## src/rtl/spi_reg_write_ctrl_pkg.sv

```systemverilog
// Shared definitions for the SPI command sequencer and its register-file clients.
// Holds the FSM encoding, address-byte field positions and default sizing.
package tone_gen_pkg;

    typedef enum logic [1:0] {
        ST_IDLE = 2'd0,
        ST_ADDR = 2'd1,
        ST_DATA = 2'd2,
        ST_DROP = 2'd3
    } state_e;

    localparam int AI_BIT       = 7;
    localparam int DEF_ADDR_W   = 4;
    localparam int DEF_NUM_REGS = 16;

    // True when no address-byte bit between bit 6 and the address field is set.
    function automatic logic addr_hi_clear(input logic [6:0] field, input int addr_w);
        return (field >> addr_w) == 7'd0;
    endfunction

endpackage

```

## src/rtl/spi_reg_write_ctrl_if.sv

```systemverilog
// Register-write bus between the command sequencer (master) and a register file (slave).
// valid/ready: a write transfers on any clock where valid and ready are both high; while
// valid is high and not yet accepted, addr and data are held stable by the master.
interface spi_reg_write_ctrl_if #(
    parameter int ADDR_W = 4
);
    logic              reg_wr_valid_out;
    logic              reg_wr_ready_in;
    logic [ADDR_W-1:0] reg_addr_out;
    logic [7:0]        reg_data_out;

    modport master (
        output reg_wr_valid_out,
        output reg_addr_out,
        output reg_data_out,
        input  reg_wr_ready_in
    );

    modport slave (
        input  reg_wr_valid_out,
        input  reg_addr_out,
        input  reg_data_out,
        output reg_wr_ready_in
    );
endinterface

```

## src/rtl/spi_reg_write_ctrl_wr_hold_reg.sv

```systemverilog
// One-entry valid/ready holding register for register-write requests.
// A load while a request is stalled is dropped and reported on the overrun strobe.
module wr_hold_reg #(
    parameter int ADDR_W = 4
) (
    input  logic              clk_i,
    input  logic              rst_ni,
    input  logic              load_i,
    input  logic [ADDR_W-1:0] addr_i,
    input  logic [7:0]        data_i,
    input  logic              ready_i,
    output logic              valid_o,
    output logic [ADDR_W-1:0] addr_o,
    output logic [7:0]        data_o,
    output logic              overrun_o
);

    logic              valid_q, valid_d;
    logic [ADDR_W-1:0] addr_q, addr_d;
    logic [7:0]        data_q, data_d;
    logic              stall;
    logic              take;

    // A completing transfer frees the slot in the same cycle, so back-to-back loads succeed.
    assign stall     = valid_q & ~ready_i;
    assign take      = load_i & ~stall;
    assign overrun_o = load_i & stall;

    always_comb begin
        valid_d = valid_q;
        addr_d  = addr_q;
        data_d  = data_q;
        if (take) begin
            valid_d = 1'b1;
            addr_d  = addr_i;
            data_d  = data_i;
        end else if (ready_i) begin
            valid_d = 1'b0;
        end
    end

    always_ff @(posedge clk_i or negedge rst_ni) begin
        if (!rst_ni) begin
            valid_q <= 1'b0;
            addr_q  <= '0;
            data_q  <= 8'd0;
        end else begin
            valid_q <= valid_d;
            addr_q  <= addr_d;
            data_q  <= data_d;
        end
    end

    assign valid_o = valid_q;
    assign addr_o  = addr_q;
    assign data_o  = data_q;

endmodule

```

## src/rtl/spi_reg_write_ctrl.sv

```systemverilog
// Splits each chip-select transaction into an address byte plus data bytes and issues
// one register write per data byte, with optional address auto-increment and sticky errors.
module spi_reg_write_ctrl
    import tone_gen_pkg::*;
#(
    parameter int ADDR_W   = DEF_ADDR_W,
    parameter int NUM_REGS = DEF_NUM_REGS
) (
    input  logic                        clk_in,
    input  logic                        reset_n_in,
    input  logic [7:0]                  rx_data_in,
    input  logic                        rx_valid_in,
    input  logic                        transaction_valid_in,
    spi_reg_write_ctrl_if.master        reg_wr,
    output logic                        busy_out,
    output logic                        addr_err_out,
    output logic                        overrun_out,
    input  logic                        err_clear_in,
    output logic [1:0]                  dbg_state_out
);

    localparam logic [1:0] IDLE = ST_IDLE;
    localparam logic [1:0] ADDR = ST_ADDR;
    localparam logic [1:0] DATA = ST_DATA;
    localparam logic [1:0] DROP = ST_DROP;

    localparam logic [7:0]        NUM_REGS_B = 8'(NUM_REGS);
    localparam logic [ADDR_W-1:0] LAST_ADDR  = ADDR_W'(NUM_REGS - 1);

    logic [1:0]        state_q, state_d;
    logic [ADDR_W-1:0] addr_q, addr_d;
    logic              ai_q, ai_d;
    logic              addr_err_q, addr_err_d;
    logic              overrun_q, overrun_d;

    logic              load;
    logic              addr_err_set;
    logic              overrun_set;
    logic              addr_legal;
    logic [7:0]        addr_field;
    logic [ADDR_W-1:0] addr_next;

    assign addr_field = 8'(rx_data_in[ADDR_W-1:0]);
    assign addr_legal = addr_hi_clear(rx_data_in[6:0], ADDR_W) && (addr_field < NUM_REGS_B);
    assign addr_next  = (addr_q == LAST_ADDR) ? '0 : addr_q + ADDR_W'(1);

    // Chip-select loss wins over a coincident byte in every active state.
    always_comb begin
        state_d      = state_q;
        addr_d       = addr_q;
        ai_d         = ai_q;
        load         = 1'b0;
        addr_err_set = 1'b0;
        case (state_q)
            IDLE: begin
                if (transaction_valid_in) state_d = ADDR;
            end
            ADDR: begin
                if (!transaction_valid_in) begin
                    state_d = IDLE;
                end else if (rx_valid_in) begin
                    if (addr_legal) begin
                        addr_d  = rx_data_in[ADDR_W-1:0];
                        ai_d    = rx_data_in[AI_BIT];
                        state_d = DATA;
                    end else begin
                        addr_err_set = 1'b1;
                        state_d      = DROP;
                    end
                end
            end
            DATA: begin
                if (!transaction_valid_in) begin
                    state_d = IDLE;
                end else if (rx_valid_in) begin
                    load = 1'b1;
                    // Advance even when the byte is dropped so later bytes keep their position.
                    if (ai_q) addr_d = addr_next;
                end
            end
            DROP: begin
                if (!transaction_valid_in) state_d = IDLE;
            end
            default: state_d = IDLE;
        endcase
    end

    wr_hold_reg #(
        .ADDR_W (ADDR_W)
    ) u_hold (
        .clk_i     (clk_in),
        .rst_ni    (reset_n_in),
        .load_i    (load),
        .addr_i    (addr_q),
        .data_i    (rx_data_in),
        .ready_i   (reg_wr.reg_wr_ready_in),
        .valid_o   (reg_wr.reg_wr_valid_out),
        .addr_o    (reg_wr.reg_addr_out),
        .data_o    (reg_wr.reg_data_out),
        .overrun_o (overrun_set)
    );

    // A new error in the same cycle as a clear must survive.
    assign addr_err_d = addr_err_set | (addr_err_q & ~err_clear_in);
    assign overrun_d  = overrun_set  | (overrun_q  & ~err_clear_in);

    always_ff @(posedge clk_in or negedge reset_n_in) begin
        if (!reset_n_in) begin
            state_q    <= IDLE;
            addr_q     <= '0;
            ai_q       <= 1'b0;
            addr_err_q <= 1'b0;
            overrun_q  <= 1'b0;
        end else begin
            state_q    <= state_d;
            addr_q     <= addr_d;
            ai_q       <= ai_d;
            addr_err_q <= addr_err_d;
            overrun_q  <= overrun_d;
        end
    end

    assign busy_out      = (state_q != IDLE);
    assign addr_err_out  = addr_err_q;
    assign overrun_out   = overrun_q;
    assign dbg_state_out = state_q;

endmodule

```

## src/flat_wrapper.sv

```systemverilog
// flat-port wrapper written by rule: the top's interface ports become plain ports
module spi_reg_write_ctrl_flat import tone_gen_pkg::*;
#(
    parameter int ADDR_W   = DEF_ADDR_W,
    parameter int NUM_REGS = DEF_NUM_REGS
)
  (clk_in, reset_n_in, rx_data_in, rx_valid_in, transaction_valid_in, busy_out, addr_err_out, overrun_out, err_clear_in, dbg_state_out, reg_wr_reg_wr_valid_out, reg_wr_reg_addr_out, reg_wr_reg_data_out, reg_wr_reg_wr_ready_in);
  spi_reg_write_ctrl_if #(.ADDR_W(ADDR_W)) reg_wr_i ();
  input  logic clk_in;
  input  logic reset_n_in;
  input  logic [7:0] rx_data_in;
  input  logic rx_valid_in;
  input  logic transaction_valid_in;
  output logic busy_out;
  output logic addr_err_out;
  output logic overrun_out;
  input  logic err_clear_in;
  output logic [1:0] dbg_state_out;
  output wire logic [$bits(reg_wr_i.reg_wr_valid_out)-1:0] reg_wr_reg_wr_valid_out;
  output wire logic [$bits(reg_wr_i.reg_addr_out)-1:0] reg_wr_reg_addr_out;
  output wire logic [$bits(reg_wr_i.reg_data_out)-1:0] reg_wr_reg_data_out;
  input wire logic [$bits(reg_wr_i.reg_wr_ready_in)-1:0] reg_wr_reg_wr_ready_in;
  assign reg_wr_reg_wr_valid_out = reg_wr_i.reg_wr_valid_out;
  assign reg_wr_reg_addr_out = reg_wr_i.reg_addr_out;
  assign reg_wr_reg_data_out = reg_wr_i.reg_data_out;
  assign reg_wr_i.reg_wr_ready_in = reg_wr_reg_wr_ready_in;
  spi_reg_write_ctrl #(.ADDR_W(ADDR_W), .NUM_REGS(NUM_REGS)) u_core (.clk_in(clk_in), .reset_n_in(reset_n_in), .rx_data_in(rx_data_in), .rx_valid_in(rx_valid_in), .transaction_valid_in(transaction_valid_in), .reg_wr(reg_wr_i), .busy_out(busy_out), .addr_err_out(addr_err_out), .overrun_out(overrun_out), .err_clear_in(err_clear_in), .dbg_state_out(dbg_state_out));
endmodule
```

## config.mk

```make
export PLATFORM = sky130hd
export DESIGN_NAME = spi_reg_write_ctrl_flat
export DESIGN_NICKNAME = d
export VERILOG_FILES = /design/src/rtl/spi_reg_write_ctrl_pkg.sv /design/src/rtl/spi_reg_write_ctrl_if.sv /design/src/rtl/spi_reg_write_ctrl_wr_hold_reg.sv /design/src/rtl/spi_reg_write_ctrl.sv /design/src/flat_wrapper.sv
export SDC_FILE = /design/constraint.sdc
export NUM_CORES = 1
export LEC_CHECK = 0
export BUFFER_PORTS_ARGS = -buffer_cell sky130_fd_sc_hd__buf_4
export CORE_MARGIN = 3
export CORE_UTILIZATION = 52
export CTS_BUF_LIST = sky130_fd_sc_hd__clkbuf_4 sky130_fd_sc_hd__clkbuf_8
export DETAILED_ROUTE_END_ITERATION = 6
export PLACE_DENSITY = 0.87
export REMOVE_ABC_BUFFERS = 1
export SYNTH_ARGS = -nofsm -noshare
export SYNTH_HDL_FRONTEND = slang
export SYNTH_HIERARCHICAL = 1
export SYNTH_SLANG_ARGS = --single-unit
```

## constraint.sdc

```tcl
create_clock -name clk_in -period 1.6 [get_ports clk_in]
set_input_delay 0.16 -clock clk_in [delete_from_list [all_inputs] [get_ports clk_in]]
set_output_delay 0.16 -clock clk_in [all_outputs]
set_load 0.1 [all_outputs]
```

==> impl_metrics.json, run 1 <==
{
  "num_rows": 15,
  "insertion_delay_ns": 0.30,
  "post_cts_buffers": 0,
  "outcome": "completed",
  "rsz0062_at_grt": "no",
  "path_class": "reg2out",
  "relSlewSlack": 0.7512,
  "drc_errors": 0,
  "drt-total-wl_um": 2058,
  "grt_first_pass_wirelength_um": 3436,
  "async_flop_share": 1.000,
  "synth.distinct_cells": 32,
  "firstDrtPassIters": 4,
  "ys_seq_area_frac": 0.5213,
  "ir_worst_vdd_uv": 1217,
  "postSynthCellCount": 76,
  "pin_count": 32,
  "path_cells": "or2_2 > buf_4",
  "clk_pin_slew_ns": 0.12,
  "clkSinkCount": 22,
  "period_share": 0.9105,
  "yosys.area.top_type": "dfrtp_1",
  "grt_max_degree": 23,
  "synth_flop_cell": "dfrtp_1",
  "hold_class": "in2reg",
  "fin_setup_tns_ns": 0,
  "io_buffers": 31,
  "dpl_cell_area_um2": 1289,
  "drv_cap": 0,
  "drt_iter0_markers": 14,
  "cp.arrival_ns": 1.30,
  "avgSynthCellArea_um2": 13.89,
  "min_period_ns": 1.457,
  "synth_edf_count": 0,
  "coreArea_um2": 1821,
  "wire_per_inst_um": 15.24,
  "grt_pass1_vias": 753,
  "drive_gt1_frac": 0.5182,
  "hold_viol_final": 0,
  "design_area_um2": 1351,
  "setup_viol": 0,
  "worst_slew_pin_slew_ns": 0.3731,
  "nNetsFinal": 126,
  "place.gp.congestion": 0.7644,
  "end_kind": "primary output",
  "grt_overflow": 0,
  "clk_path_buf_depth": 2,
  "power_density_nw_per_um2": 1649,
  "worstPathMaxFanout": 7,
  "critical_path_required_ns": 1.44,
  "drtAntennaViolNets": 0,
  "cts_tree": "built",
  "dieArea_um2": 2608,
  "numCtsBuffers": 3,
  "synth_seq_cells": 22,
  "clock_skew_ns": 0.002903,
  "synth_top_area_share": 0.5213,
  "power.total_mw": 2.228,
  "leakage_nw": 0.7326,
  "cp_slowest_stage_delay_ns": 0.45,
  "synthesis.area_um2": 1056,
  "grtUsageTotal": 0.1779,
  "synthTopCellsByArea": "dfrtp_1 (52%), mux2_4 (16%), mux2_2 (2.1%)",
  "yosysWarningCount": 6,
  "die_y_um": 51.07,
  "syn_to_final_growth_pct": 27.96,
  "worst_hold_slack_ns": 0.08670,
  "setup_ws_ns": 0.1432,
  "netlist_top_cells_count": "dfrtp_1 (22), mux2_4 (11), nand2_1 (5)",
  "die-width_um": 51.07,
  "antenna_found_initial": 0,
  "antenna_cells": 0,
  "via_count": 729,
  "vias_per_cell": 5.400,
  "timing.fmax_mhz": 686.5,
  "slew_viol_final": 0,
  "hpwl_um": 1553,
  "yosys.cell_count.top_type": "dfrtp_1",
  "root_buffer": "clkbuf_4",
  "cp_num_buf_inv": 1,
  "htree_levels": 1,
  "cpMaxStageDelayCell": "dfrtp_1",
  "start_util": 0.5801,
  "cpLargestDelayFamily": "flip-flops",
  "pre_cts_ws_ns": 0.1668,
  "crit_path_start_kind": "flip-flop"
}
-- through the flow --
| stage | std cells | utilization |
|---|---|---|
| detailed placement | 130 | 0.7079 |
| CTS | 135 | 0.7423 |
| global placement | 130 | 0.7079 |
| global route | 135 | 0.7423 |
| finish | 135 | 0.7423 |
| floorplan | 74 | - |
-- logic make-up after synthesis --
family / synth area share
AOI/OAI and AO/OA: 0.1149
adders and majority gates: 0.01185
buffers and inverters: 0.03673
DFF: 0.5213
muxes: 0.1872
and+or+nand+nor: 0.1280
-- layout make-up --
| class | count | area, um^2 |
|---|---|---|
| timing repair buffer | 32 | 242.7 |
| tap | 25 | 31.28 |
| fill | 126 | 469.2 |
| sequential | 22 | 550.5 |
| clock inverter | 1 | 30.03 |
| multi-input combinational | 50 | 466.7 |
| clock buffer | 3 | 22.52 |
| inverter | 2 | 7.507 |
-- state kept, by name, summed over array words and instances (netlist names) --
register,count
u_core/ai_q,1
u_core/dbg_state_out,2
u_core/u_hold/data_o,8
u_core/u_hold/valid_o,1
u_core/addr_err_out,1
u_core/u_hold/addr_o,4
u_core/addr_q,4
u_core/overrun_out,1
-- where the power goes --
group	internal, mW	switching [mW]	leakage [nW]
clock network	0.253	0.165	0.0279
registers	0.670	0.0923	0.286
logic	0.271	0.777	0.419
total	1.19	1.03	0.733
-- path summary, 6_finish.rpt --
check,endpoint,slack (ns),cells after the start,startpoint
max,busy_out,0.14,2,u_core/dbg_state_out[0]$_DFFE_PN0P_
min,u_core/u_hold/data_o[2]$_DFFE_PN0P_,0.09,2,rx_data_in[2]
max reg2reg,u_core/u_hold/data_o[0]$_DFFE_PN0P_,0.14,3,u_core/dbg_state_out[0]$_DFFE_PN0P_
min reg2reg,u_core/u_hold/data_o[4]$_DFFE_PN0P_,0.53,1,u_core/u_hold/data_o[4]$_DFFE_PN0P_
max in group asynchronous,u_core/u_hold/valid_o$_DFFE_PN0P_,1.12,2,reset_n_in
min in group asynchronous,u_core/dbg_state_out[1]$_DFFE_PN0P_,0.26,2,reset_n_in
-- routing by layer --
metal  up-vias  part of all wire  track usage
met2        20              0.49       0.2983
li1        343                 -            -
met3         6             0.043      0.02915
met5         -                 0            0
met4         0             0.023      0.08072
met1       360              0.44       0.2241
-- cell usage in the layout, fill, tap and decap left out, types with 2 or more instances in the layout --
master    netlist  final
buf_4           0     31
o21ai_0         3      3
mux2_4         11     11
clkbuf_4        0      3
dfrtp_1        22     22
o21ai_1         2      2
nand2_1         5      5
nor2_1          3      3
inv_1           2      2
a21oi_1         3      3
mux2_2          2      2
-- what timing repair did --
action	4_1_cts	5_1_grt
hold endpoints to repair	22	0
resized for setup	0	0
hold buffers	1	0
No activity file was read; power rests on OpenSTA's default activity.
==> run 2: changes to the inputs <==
CORE_UTILIZATION = 56   (was 52)
PLACE_DENSITY = 0.92   (was 0.87)
TNS_END_PERCENT = 50   (was not set)
clock period = 1.74 ns   (was 1.6 ns; I/O delays follow)
==> impl_metrics.json, run 2 (same netlist as run 1, synthesis figures left out) <==
{
  "start_util": 0.6050,
  "wl_met2_um": 1076,
  "die_y_um": 49.43,
  "hp-start": "rx_data_in[1]",
  "critical_path_required_ns": 1.99,
  "clk_path_buf_depth": 2,
  "rsz0062_at_grt": "no",
  "root_buffer": "clkbuf_4",
  "drc_errors": 0,
  "clkSinkCount": 22,
  "drive_gt1_frac": 0.5182,
  "grtUsageTotal": 0.1892,
  "relSlewSlack": 0.7213,
  "hold_class": "in2reg",
  "dpl_cell_area_um2": 1289,
  "rr_endpoint": "u_core/addr_q[0]$_DFFE_PN0P_",
  "hold_viol_final": 0,
  "drtAntennaViolNets": 0,
  "clock_skew_ns": 0.004618,
  "dr_wl_met3_um": 114,
  "filler_cell_count": 123,
  "timing.fmax_mhz": 653.6,
  "rrSetupSlack_ns": 0.21,
  "highest_layer": "met4",
  "cts_resized": 0,
  "layout_commonest_cell": "buf_4",
  "crit_path_start_kind": "flip-flop",
  "htree_levels": 1,
  "vias_per_cell": 5.593,
  "grt_max_degree": 23,
  "drt-total-wl_um": 2108,
  "syn_to_final_growth_pct": 27.96,
  "r2r_cells": 4,
  "coreArea_um2": 1745,
  "worst_hold_slack_ns": 0.09936,
  "num_rows": 15,
  "holdPathEnd": "u_core/u_hold/data_o[1]$_DFFE_PN0P_",
  "clk_pin_slew_ns": 0.12,
  "pin_count": 32,
  "fin_setup_tns_ns": 0,
  "path_class": "reg2reg",
  "grt_overflow": 0,
  "design_area_um2": 1351,
  "worst_slew_pin_slew_ns": 0.4181,
  "leakage_nw": 0.7326,
  "die-width_um": 49.43,
  "slew_viol_final": 0,
  "power_density_nw_per_um2": 1520,
  "cts_tree": "built",
  "dieArea_um2": 2443,
  "r2r_start": "u_core/dbg_state_out[0]$_DFFE_PN0P_",
  "antenna_cells": 0,
  "wire_per_inst_um": 15.61,
  "period_share": 0.8793,
  "setup_viol": 0,
  "nNetsFinal": 126,
  "insertion_delay_ns": 0.30,
  "grt_first_pass_wirelength_um": 3477,
  "drv_cap": 0,
  "min_period_ns": 1.530,
  "via_count": 755,
  "post_cts_buffers": 0,
  "io_buffers": 31,
  "outcome": "completed",
  "worstPathMaxFanout": 10,
  "antenna_found_initial": 0,
  "firstDrtPassIters": 4,
  "final_cell_mix": "buf_4 (31), dfrtp_1 (22), mux2_4 (11)",
  "met1_length_um": 858,
  "numCtsBuffers": 3,
  "grt_pass1_vias": 761,
  "dpl.cell_count": 130,
  "fin_cells": 135,
  "hpwl_um": 1445,
  "drt_iter0_markers": 10,
  "end_kind": "flip-flop",
  "largest_reg_flops": 8,
  "cp.arrival_ns": 1.78,
  "hold_depth": 2,
  "ir_worst_vdd_uv": 999.8,
  "place.gp.congestion": 0.8361
}
-- run 2: per-layer routing --
layer,track usage,vias up
li1,-,341
met1,0.2465,386
met2,0.2969,22
met3,0.03670,6
met4,0.1014,0
met5,0,-
-- run 2: final cells by class --
class,count,area (um^2),share of cell area
tap,25,31.28,0.02315
multi-input combinational,50,466.7,0.3454
clock buffer,3,22.52,0.01667
clock inverter,1,30.03,0.02222
timing repair buffer,32,242.7,0.1796
sequential,22,550.5,0.4074
inverter,2,7.507,0.005556
-- run 2: worst max path at each step --
stage | start | end | depth (start not counted)
final | u_core/dbg_state_out[0]$_DFFE_PN0P_ | u_core/addr_q[0]$_DFFE_PN0P_ | 4
after floorplan | u_core/dbg_state_out[1]$_DFFE_PN0P_ | u_core/u_hold/addr_o[0]$_DFFE_PN0P_ | 3
after detailed placement | u_core/dbg_state_out[0]$_DFFE_PN0P_ | u_core/u_hold/data_o[1]$_DFFE_PN0P_ | 3
after global placement | u_core/dbg_state_out[0]$_DFFE_PN0P_ | u_core/u_hold/addr_o[1]$_DFFE_PN0P_ | 3
after global routing | u_core/dbg_state_out[0]$_DFFE_PN0P_ | u_core/addr_q[0]$_DFFE_PN0P_ | 4
after CTS | u_core/dbg_state_out[0]$_DFFE_PN0P_ | u_core/addr_q[0]$_DFFE_PN0P_ | 4
-- run 2: through the flow --
stage | utilization | setup WS [ns] | total power [mW]
after floorplan | - | -0.2647 | 1.457
after global placement | 0.7384 | 0.3696 | 1.656
after detailed placement | 0.7384 | 0.3252 | 1.671
after CTS | 0.7742 | 0.2394 | 2.063
after global routing | 0.7742 | 0.08339 | 2.141
final | 0.7742 | 0.2100 | 2.054
-- run 2: timing repair --
| action | CTS | global route |
|---|---|---|
| hold buffers | 1 | 0 |
| endpoints found under the hold margin | 22 | 0 |
| setup endpoints to repair | 0 | 0 |
-- run 2: power by group --
part,total (mW),internal [mW],switching (mW)
combinational,0.965,0.249,0.716
sequential,0.701,0.616,0.0845
clock,0.388,0.233,0.155
-- run 2: critical path, cell delays in order (launching register included) --
cell and delay [ns]:
dfrtp_1 0.45, nand2b_1 0.35, a311oi_1 0.46, a21oi_1 0.09, o21ai_2 0.12
